## config.mk

```make
export PLATFORM = sky130hd
export DESIGN_NAME = vga_frame_source
export DESIGN_NICKNAME = d
export VERILOG_FILES = /design/src/rtl/vga_frame_source.sv
export SDC_FILE = /design/constraint.sdc
export NUM_CORES = 1
export LEC_CHECK = 0
export ABC_AREA = 1
export CAP_MARGIN = 40
export CORE_MARGIN = 2
export CORE_UTILIZATION = 57
export DETAILED_ROUTE_END_ITERATION = 6
export GPL_ROUTABILITY_DRIVEN = 0
export GPL_TIMING_DRIVEN = 1
export PLACE_DENSITY = 0.94
export SLEW_MARGIN = 40
export SYNTH_ARGS = -nofsm -noshare
export SYNTH_HDL_FRONTEND = slang
export SYNTH_SLANG_ARGS = --single-unit
```

## constraint.sdc

```tcl
create_clock -name clk -period 3.9 [get_ports clk]
set_input_delay 1.17 -clock clk [delete_from_list [all_inputs] [get_ports clk]]
set_output_delay 1.17 -clock clk [all_outputs]
set_load 0.05 [all_outputs]
```

## src/rtl/vga_frame_source.sv

```systemverilog
// 1024x768@60 VGA stream source: timing counters, frame-memory addressing and a 2-clk registered pixel pipeline.
// Define TEST_PATTERN_EN to replace rgb_in with internal colour bars and a 1-pixel white border.
module vga_frame_source #(
   parameter int HOR_ACTIVE     = 1024,
   parameter int HOR_SYNC_START = 1048,
   parameter int HOR_SYNC_STOP  = 1184,
   parameter int HOR_TOTAL      = 1344,
   parameter int VER_ACTIVE     = 768,
   parameter int VER_SYNC_START = 771,
   parameter int VER_SYNC_STOP  = 777,
   parameter int VER_TOTAL      = 806,
   parameter int ADDR_W         = 20
) (
   input  logic              clk,
   input  logic              rst,
   output logic [ADDR_W-1:0] addr,
   input  logic [11:0]       rgb_in,
   output logic              hs,
   output logic              vs,
   output logic [3:0]        r,
   output logic [3:0]        g,
   output logic [3:0]        b,
   output logic              frame_start
);

   localparam logic [10:0] H_ACT  = 11'(HOR_ACTIVE);
   localparam logic [10:0] H_SS   = 11'(HOR_SYNC_START);
   localparam logic [10:0] H_SP   = 11'(HOR_SYNC_STOP);
   localparam logic [10:0] H_LAST = 11'(HOR_TOTAL - 1);
   localparam logic [10:0] V_ACT  = 11'(VER_ACTIVE);
   localparam logic [10:0] V_SS   = 11'(VER_SYNC_START);
   localparam logic [10:0] V_SP   = 11'(VER_SYNC_STOP);
   localparam logic [10:0] V_LAST = 11'(VER_TOTAL - 1);

   logic [10:0] hcount, vcount;
   logic [10:0] hcount_nxt, vcount_nxt;
   logic        active, active_nxt, hs_raw, vs_raw, first_px;
   logic        active_d, hs_d, vs_d, first_d;
   logic [11:0] pixel;

   // NOTE: every variable gets a default at the top of always_comb so no path leaves it unassigned (no latch).
   always_comb begin
      hcount_nxt = hcount + 11'd1;
      vcount_nxt = vcount;
      if (hcount == H_LAST) begin
         hcount_nxt = '0;
         vcount_nxt = (vcount == V_LAST) ? '0 : vcount + 11'd1;
      end
   end

   assign active     = (hcount < H_ACT) && (vcount < V_ACT);
   assign active_nxt = (hcount_nxt < H_ACT) && (vcount_nxt < V_ACT);
   assign hs_raw     = (hcount >= H_SS) && (hcount < H_SP);
   assign vs_raw     = (vcount >= V_SS) && (vcount < V_SP);
   assign first_px   = (hcount == '0) && (vcount == '0);

   // addr is loaded from the next counter value so the 1-clk memory read lands in step with stage 1.
   // NOTE: sequential state uses non-blocking assignments so all registers update from pre-edge values.
   always_ff @(posedge clk or posedge rst) begin
      if (rst) begin
         hcount <= '0;
         vcount <= '0;
         addr   <= '0;
      end else begin
         hcount <= hcount_nxt;
         vcount <= vcount_nxt;
         if (active_nxt)
            addr <= ADDR_W'({vcount_nxt[9:0], hcount_nxt[9:0]});
      end
   end

   always_ff @(posedge clk or posedge rst) begin
      if (rst) begin
         active_d <= 1'b0;
         hs_d     <= 1'b0;
         vs_d     <= 1'b0;
         first_d  <= 1'b0;
      end else begin
         active_d <= active;
         hs_d     <= hs_raw;
         vs_d     <= vs_raw;
         first_d  <= first_px;
      end
   end

`ifdef TEST_PATTERN_EN
   logic [10:0] hcount_d, vcount_d;
   logic        unused_rgb;

   assign unused_rgb = ^rgb_in;

   always_ff @(posedge clk or posedge rst) begin
      if (rst) begin
         hcount_d <= '0;
         vcount_d <= '0;
      end else begin
         hcount_d <= hcount;
         vcount_d <= vcount;
      end
   end

   always_comb begin
      pixel = 12'h000;
      if (hcount_d == '0 || hcount_d == H_ACT - 11'd1 || vcount_d == '0 || vcount_d == V_ACT - 11'd1)
         pixel = 12'hFFF;
      else
         case (hcount_d[9:7])
            3'd0:    pixel = 12'hFFF;
            3'd1:    pixel = 12'hFF0;
            3'd2:    pixel = 12'h0FF;
            3'd3:    pixel = 12'h0F0;
            3'd4:    pixel = 12'hF0F;
            3'd5:    pixel = 12'hF00;
            3'd6:    pixel = 12'h00F;
            default: pixel = 12'h000;
         endcase
   end
`else
   assign pixel = rgb_in;
`endif

   // Output stage: syncs are active-low on the pins, colour is blanked outside the active area.
   always_ff @(posedge clk or posedge rst) begin
      if (rst) begin
         r           <= '0;
         g           <= '0;
         b           <= '0;
         hs          <= 1'b1;
         vs          <= 1'b1;
         frame_start <= 1'b0;
      end else begin
         {r, g, b}   <= active_d ? pixel : 12'h000;
         hs          <= ~hs_d;
         vs          <= ~vs_d;
         frame_start <= first_d;
      end
   end

endmodule
```

==> impl_metrics.ini, run 1 <==
[timing]
rsz0062_at_grt = no
finalClockSkew_ns = 0.00800
worstMarginPinSlew_ns = 0.699
tns_ns = 0
fin_crit_ns = 2.81
slew_headroom_pct = 53.3
fmax_mhz = 356
finalMaxSlewViolations = 0
setup_viol = 0
fin_hold_ws_ns = 0.347
post-route-period-util_pct = 72.0
finalHoldViolCount = 0

[logic_synthesis]
ys_ff_latch = 61
syn_inst = 322
ys_seq_area_share_pct = 53.1
synthXorXnorAreaFrac_pct = 2.43
synth.avg_cell_area_um2 = 8.94
synth_top_family_by_area = simple AND/OR/NAND/NOR gates
synthesis.nets = 341
synth_compound_area_share_pct = 3.52
yosysUniqueCellTypes = 30
syn_area_um2 = 2880
synth-simple-area-share_pct = 30.4
yosys.area_share.adder_pct = 2.17
yosysWarnings = 0
synth_mux_area_share_pct = 0

[finish]
fin_nets = 393
layout_commonest_cell = nand2_1
diodes = 0
nFillCells = 326
drive_above_1_share_pct = 13.7
area_delta_synth_final_pct = 24.7
layout_common_cells = 67 x nand2_1, 59 x dfrtp_1, 48 x clkdlybuf4s50_1, 41 x inv_1, 35 x nand3_1

[drt]
drt-total-wl_mm = 6.25
ant_nets = 0
viasPerCell = 5.35
routed-via-count = 2384
firstDrtPassIters = 5
drcViolationCount = 0
post_drt_wl_per_cell_um = 14.0
drt-initial-drc-count = 185

[clock_network]
cts_buffers = 9
post-cts-setup-buffers = 0
cts_tree = done
post_cts_resized = 0
cts-root-buf = clkbuf_8
htreeDepth = 3
clock_path_buffers = 2
clk_latency_ns = 0.33
clkTransAtPathRegs_ns = 0.06
clkSinkCount = 61
holdBufCountCts = 0

[grt]
first_global_vias = 2276
grt_overflow_total = 0
antenna_found_initial = 0
grt_max_degree = 35
grt_pass1_wl_mm = 10.3
grtUsageTotal_pct = 24.9

[die]
dieArea_um2 = 5640
die_x_um = 75.1
core_area_um2 = 4790
std_cell_rows = 25
die_h_um = 75.1
boundaryPins = 49
start_util_pct = 60.2

[setup_path]
critPathLaunchType = flop
required_ns = 2.73
worst_setup_path_end_kind = output port
crit_slowest_cell = clkdlybuf4s50_1
path_max_fanout = 1
cp_data_arrival_time_ns = 1.64
critPathKind = flop to output port
crit_chain = clkdlybuf4s50_1
cp_top_family = buffers and inverters
max_stage_delay_ns = 0.79
path_buf_inv = 1

[pwr]
leakage_nw = 1.78
powerDensity_nw_per_um2 = 363
ir_worst_vdd_mv = 0.245

[flow_run]
cap_violations = 0

[placement]
io_buffers = 48
dpl.hpwl_mm = 4.39

[outcome]
status = finished clean

[min_path]
hp-class = flop to flop
[cells in the mapped netlist (all sizes together)]
cell    instances  area (µm²)
a311oi          1        8.76
a21oi           5        25.0
ha              5        62.6
nor4b           1        8.76
xnor2           2        17.5
nor4            1        6.26
nor3            7        46.3
nand2          92         428
nand4           8        50.1
a31oi           2        12.5
nor2           30         141
o21ai          11        55.1
dfrtp          59        1480
inv            44         165
xor2            6        52.6
dfstp           2        52.6
clkbuf          1        3.75
buf             8        72.6
nand3          37         195
[final timing paths]
kind | startpoint | to | slack, ns | depth (start not counted)
setup / recovery | vs$_DFF_PP1_ | vs | 1.09 | 1
setup reg to reg | hcount[0]$_DFF_PP0_ | addr[0]$_DFFE_PP0P_ | 1.31 | 12
hold reg to reg | vs_d$_DFF_PP0_ | vs$_DFF_PP1_ | 0.35 | 1
max in group asynchronous | rst | hs$_DFF_PP1_ | 1.91 | 3
hold / removal | vs_d$_DFF_PP0_ | vs$_DFF_PP1_ | 0.35 | 1
min in group asynchronous | rst | addr[16]$_DFFE_PP0P_ | 1.27 | 2
[cells by family (layout without fill, tap and decap cells)]
group / count (synthesis) / in the layout
and+or+nand+nor: 176 / 176
buffers and inverters: 53 / 110
xor gates and xnor gates: 8 / 8
AOI/OAI and AO/OA: 19 / 19
DFF: 61 / 61
adders and majority gates: 5 / 5
[stage by stage]
stage          setup slack [ns]  area, µm²  cells  utilization, %  total power, mW
6_report                   1.09       3590    446            75.0             1.30
5_1_grt                    1.05       3590    446            75.0             1.35
4_1_cts                    1.08       3590    446            75.0             1.31
3_5_place_dp               1.36       3380    430            70.7            0.720
3_3_place_gp               1.45       3380    430            70.7            0.719
2_1_floorplan              1.22       2880    322               -            0.689
[area by class of cell]
cell class	instances	area (µm²)	area share, %
sequential	61	1530	42.6
multi-input combinational	208	1110	30.9
timing repair buffer	50	495	13.8
inverter	44	165	4.60
clock buffer	12	135	3.76
tap	67	83.8	2.33
clock inverter	4	72.6	2.02
[routing by layer]
| metal | global-route usage, % | share of wire (%) | wire, µm | up-vias |
|---|---|---|---|---|
| li1 | - | - | - | 1120 |
| met4 | 12.3 | 2.3 | 141 | 0 |
| met2 | 40.2 | 49 | 3050 | 106 |
| met1 | 32.2 | 41 | 2580 | 1144 |
| met3 | 4.95 | 7.7 | 484 | 14 |
| met5 | 0 | 0 | 0 | - |
[where the power goes]
group | switching, mW | total (mW) | internal, mW
logic | 0.0426 | 0.0678 | 0.0253
clock network | 0.237 | 0.597 | 0.360
registers | 0.00137 | 0.640 | 0.639
total | 0.281 | 1.30 | 1.02
[registers in the layout, indices dropped and copies added, names as in the netlist]
signal,flops
hs_d,1
frame_start,1
b,4
first_d,1
active_d,1
vs,1
hcount,11
r,4
hs,1
vcount,11
g,4
addr,20
vs_d,1
Note: power is estimated with default switching activity, not from simulation.
==> inputs of run 2 (changes only) <==
--- a/config.mk
+++ b/config.mk
@@ -8,11 +8,11 @@
 export ABC_AREA = 1
 export CAP_MARGIN = 40
 export CORE_MARGIN = 2
-export CORE_UTILIZATION = 57
+export CORE_UTILIZATION = 53
 export DETAILED_ROUTE_END_ITERATION = 6
 export GPL_ROUTABILITY_DRIVEN = 0
 export GPL_TIMING_DRIVEN = 1
-export PLACE_DENSITY = 0.94
+export PLACE_DENSITY = 0.89
 export SLEW_MARGIN = 40
 export SYNTH_ARGS = -nofsm -noshare
 export SYNTH_HDL_FRONTEND = slang
==> constraint.sdc (replaced) <==
create_clock -name clk -period 2.8 [get_ports clk]
set_input_delay 0.84 -clock clk [delete_from_list [all_inputs] [get_ports clk]]
set_output_delay 0.84 -clock clk [all_outputs]
set_load 0.05 [all_outputs]
==> impl_metrics.ini, run 2 (synthesized netlist as in run 1, its figures left out) <==
[drt]
routed-via-count = 2342
post_drt_wl_per_cell_um = 13.7
firstDrtPassIters = 4
drt-total-wl_mm = 6.15
drcViolationCount = 0
viasPerCell = 5.20
drt-initial-drc-count = 170
ant_nets = 0

[die]
start_util_pct = 55.7
die_x_um = 77.7
die_h_um = 77.7
dieArea_um2 = 6040
core_area_um2 = 5170
boundaryPins = 49
std_cell_rows = 26

[setup_path]
worst_setup_path_end_kind = output port
crit_chain = clkdlybuf4s50_1
cp_top_family = buffers and inverters
path_max_fanout = 1
critPathKind = flop to output port
crit_slowest_cell = clkdlybuf4s50_1
reg2reg_from = vcount[0]$_DFF_PP0_
ff2ff_path_depth = 10
max_stage_delay_ns = 0.79
critPathLaunchType = flop
cp_data_arrival_time_ns = 1.66
r2r_slack_ns = 0.49
path_buf_inv = 1
required_ns = 1.96
timing.rr.end = addr[15]$_DFFE_PP0P_

[placement]
place_ws_ns = 0.505
dpl.hpwl_mm = 4.37
io_buffers = 48

[finish]
nFillCells = 366
drive_above_1_share_pct = 14.7
fin_nets = 395
largest_reg_flops = 20
area_delta_synth_final_pct = 25.5
layout_commonest_cell = nand2_1
layout_common_cells = 67 x nand2_1, 59 x dfrtp_1, 48 x clkdlybuf4s50_1, 41 x inv_1, 35 x nand3_1
diodes = 0
reg_top3 = addr x20, hcount x11, vcount x11
largest-register = addr

[timing]
worstMarginPinSlew_ns = 0.607
finalClockSkew_ns = 0.00733
fmax_mhz = 400
layout_setup_ws_ns = 0.302
post-route-period-util_pct = 89.2
finalHoldViolCount = 0
fin_crit_ns = 2.50
setup_viol = 0
slew_headroom_pct = 59.5
rsz0062_at_grt = no
tns_ns = 0
finalMaxSlewViolations = 0

[grt]
grtUsageTotal_pct = 22.9
use_met2_pct = 37.1
busiest_layer = met2
grtUsageMet3_pct = 4.88
gr-usage-met1_pct = 27.7
grt_overflow_total = 0
grt_pass1_wl_mm = 10.6
antenna_found_initial = 0
grt_max_degree = 29
first_global_vias = 2397

[clock_network]
clkTransAtPathRegs_ns = 0.06
clk_latency_ns = 0.35
clkSinkCount = 61
cts_buffers = 9
cts-root-buf = clkbuf_8
cts_tree = done
post_cts_resized = 0
clock_path_buffers = 2
htreeDepth = 3
holdBufCountCts = 0
post-cts-setup-buffers = 0

[pwr]
ir_worst_vdd_mv = 0.375
powerDensity_nw_per_um2 = 490
leakage_nw = 1.79

[min_path]
hp-class = flop to flop
min_to = hs$_DFF_PP1_
whs_path_depth = 1
hp-start = hs_d$_DFF_PP0_

[outcome]
status = finished clean

[flow_run]
cap_violations = 0
## run 2: cell type report
| class | count | area [µm²] | share of cell area [%] |
|---|---|---|---|
| sequential | 61 | 1530 | 42.3 |
| multi-input combinational | 208 | 1110 | 30.7 |
| timing repair buffer | 52 | 523 | 14.5 |
| inverter | 44 | 165 | 4.57 |
| clock buffer | 11 | 151 | 4.19 |
| tap | 70 | 87.6 | 2.42 |
| clock inverter | 4 | 47.5 | 1.32 |
## run 2: worst max-delay path by stage
stage,startpoint,endpoint,slack (ns),cells after the start
floorplan,rst,active_d$_DFF_PP0_,0.45,1
global placement,hcount[0]$_DFF_PP0_,addr[2]$_DFFE_PP0P_,0.62,10
detailed placement,hcount[0]$_DFF_PP0_,addr[15]$_DFFE_PP0P_,0.50,10
CTS,hs$_DFF_PP1_,hs,0.30,1
global route,hcount[0]$_DFF_PP0_,addr[15]$_DFFE_PP0P_,0.28,10
finish,hs$_DFF_PP1_,hs,0.30,1
## run 2: power breakdown
group	internal [mW]	leakage (nW)	switching, mW
sequential	0.890	0.784	0.00234
clock	0.451	0.101	0.330
combinational	0.0371	0.906	0.0598
## run 2: routing by layer
metal | up-vias | wire (µm)
li1 | 1124 | -
met1 | 1100 | 2620
met2 | 101 | 2960
met3 | 17 | 420
met4 | 0 | 147
met5 | - | 0
## run 2: stage by stage
stage | area [µm²] | hold WS (ns) | power [mW] | cells | utilization (%)
floorplan | 2880 | 0.331 | 0.960 | 322 | -
global placement | 3410 | 0.333 | 1.00 | 435 | 66.0
detailed placement | 3410 | 0.345 | 1.01 | 435 | 66.0
CTS | 3610 | 0.357 | 1.79 | 450 | 69.9
global route | 3610 | 0.369 | 1.83 | 450 | 69.9
finish | 3610 | 0.356 | 1.77 | 450 | 69.9
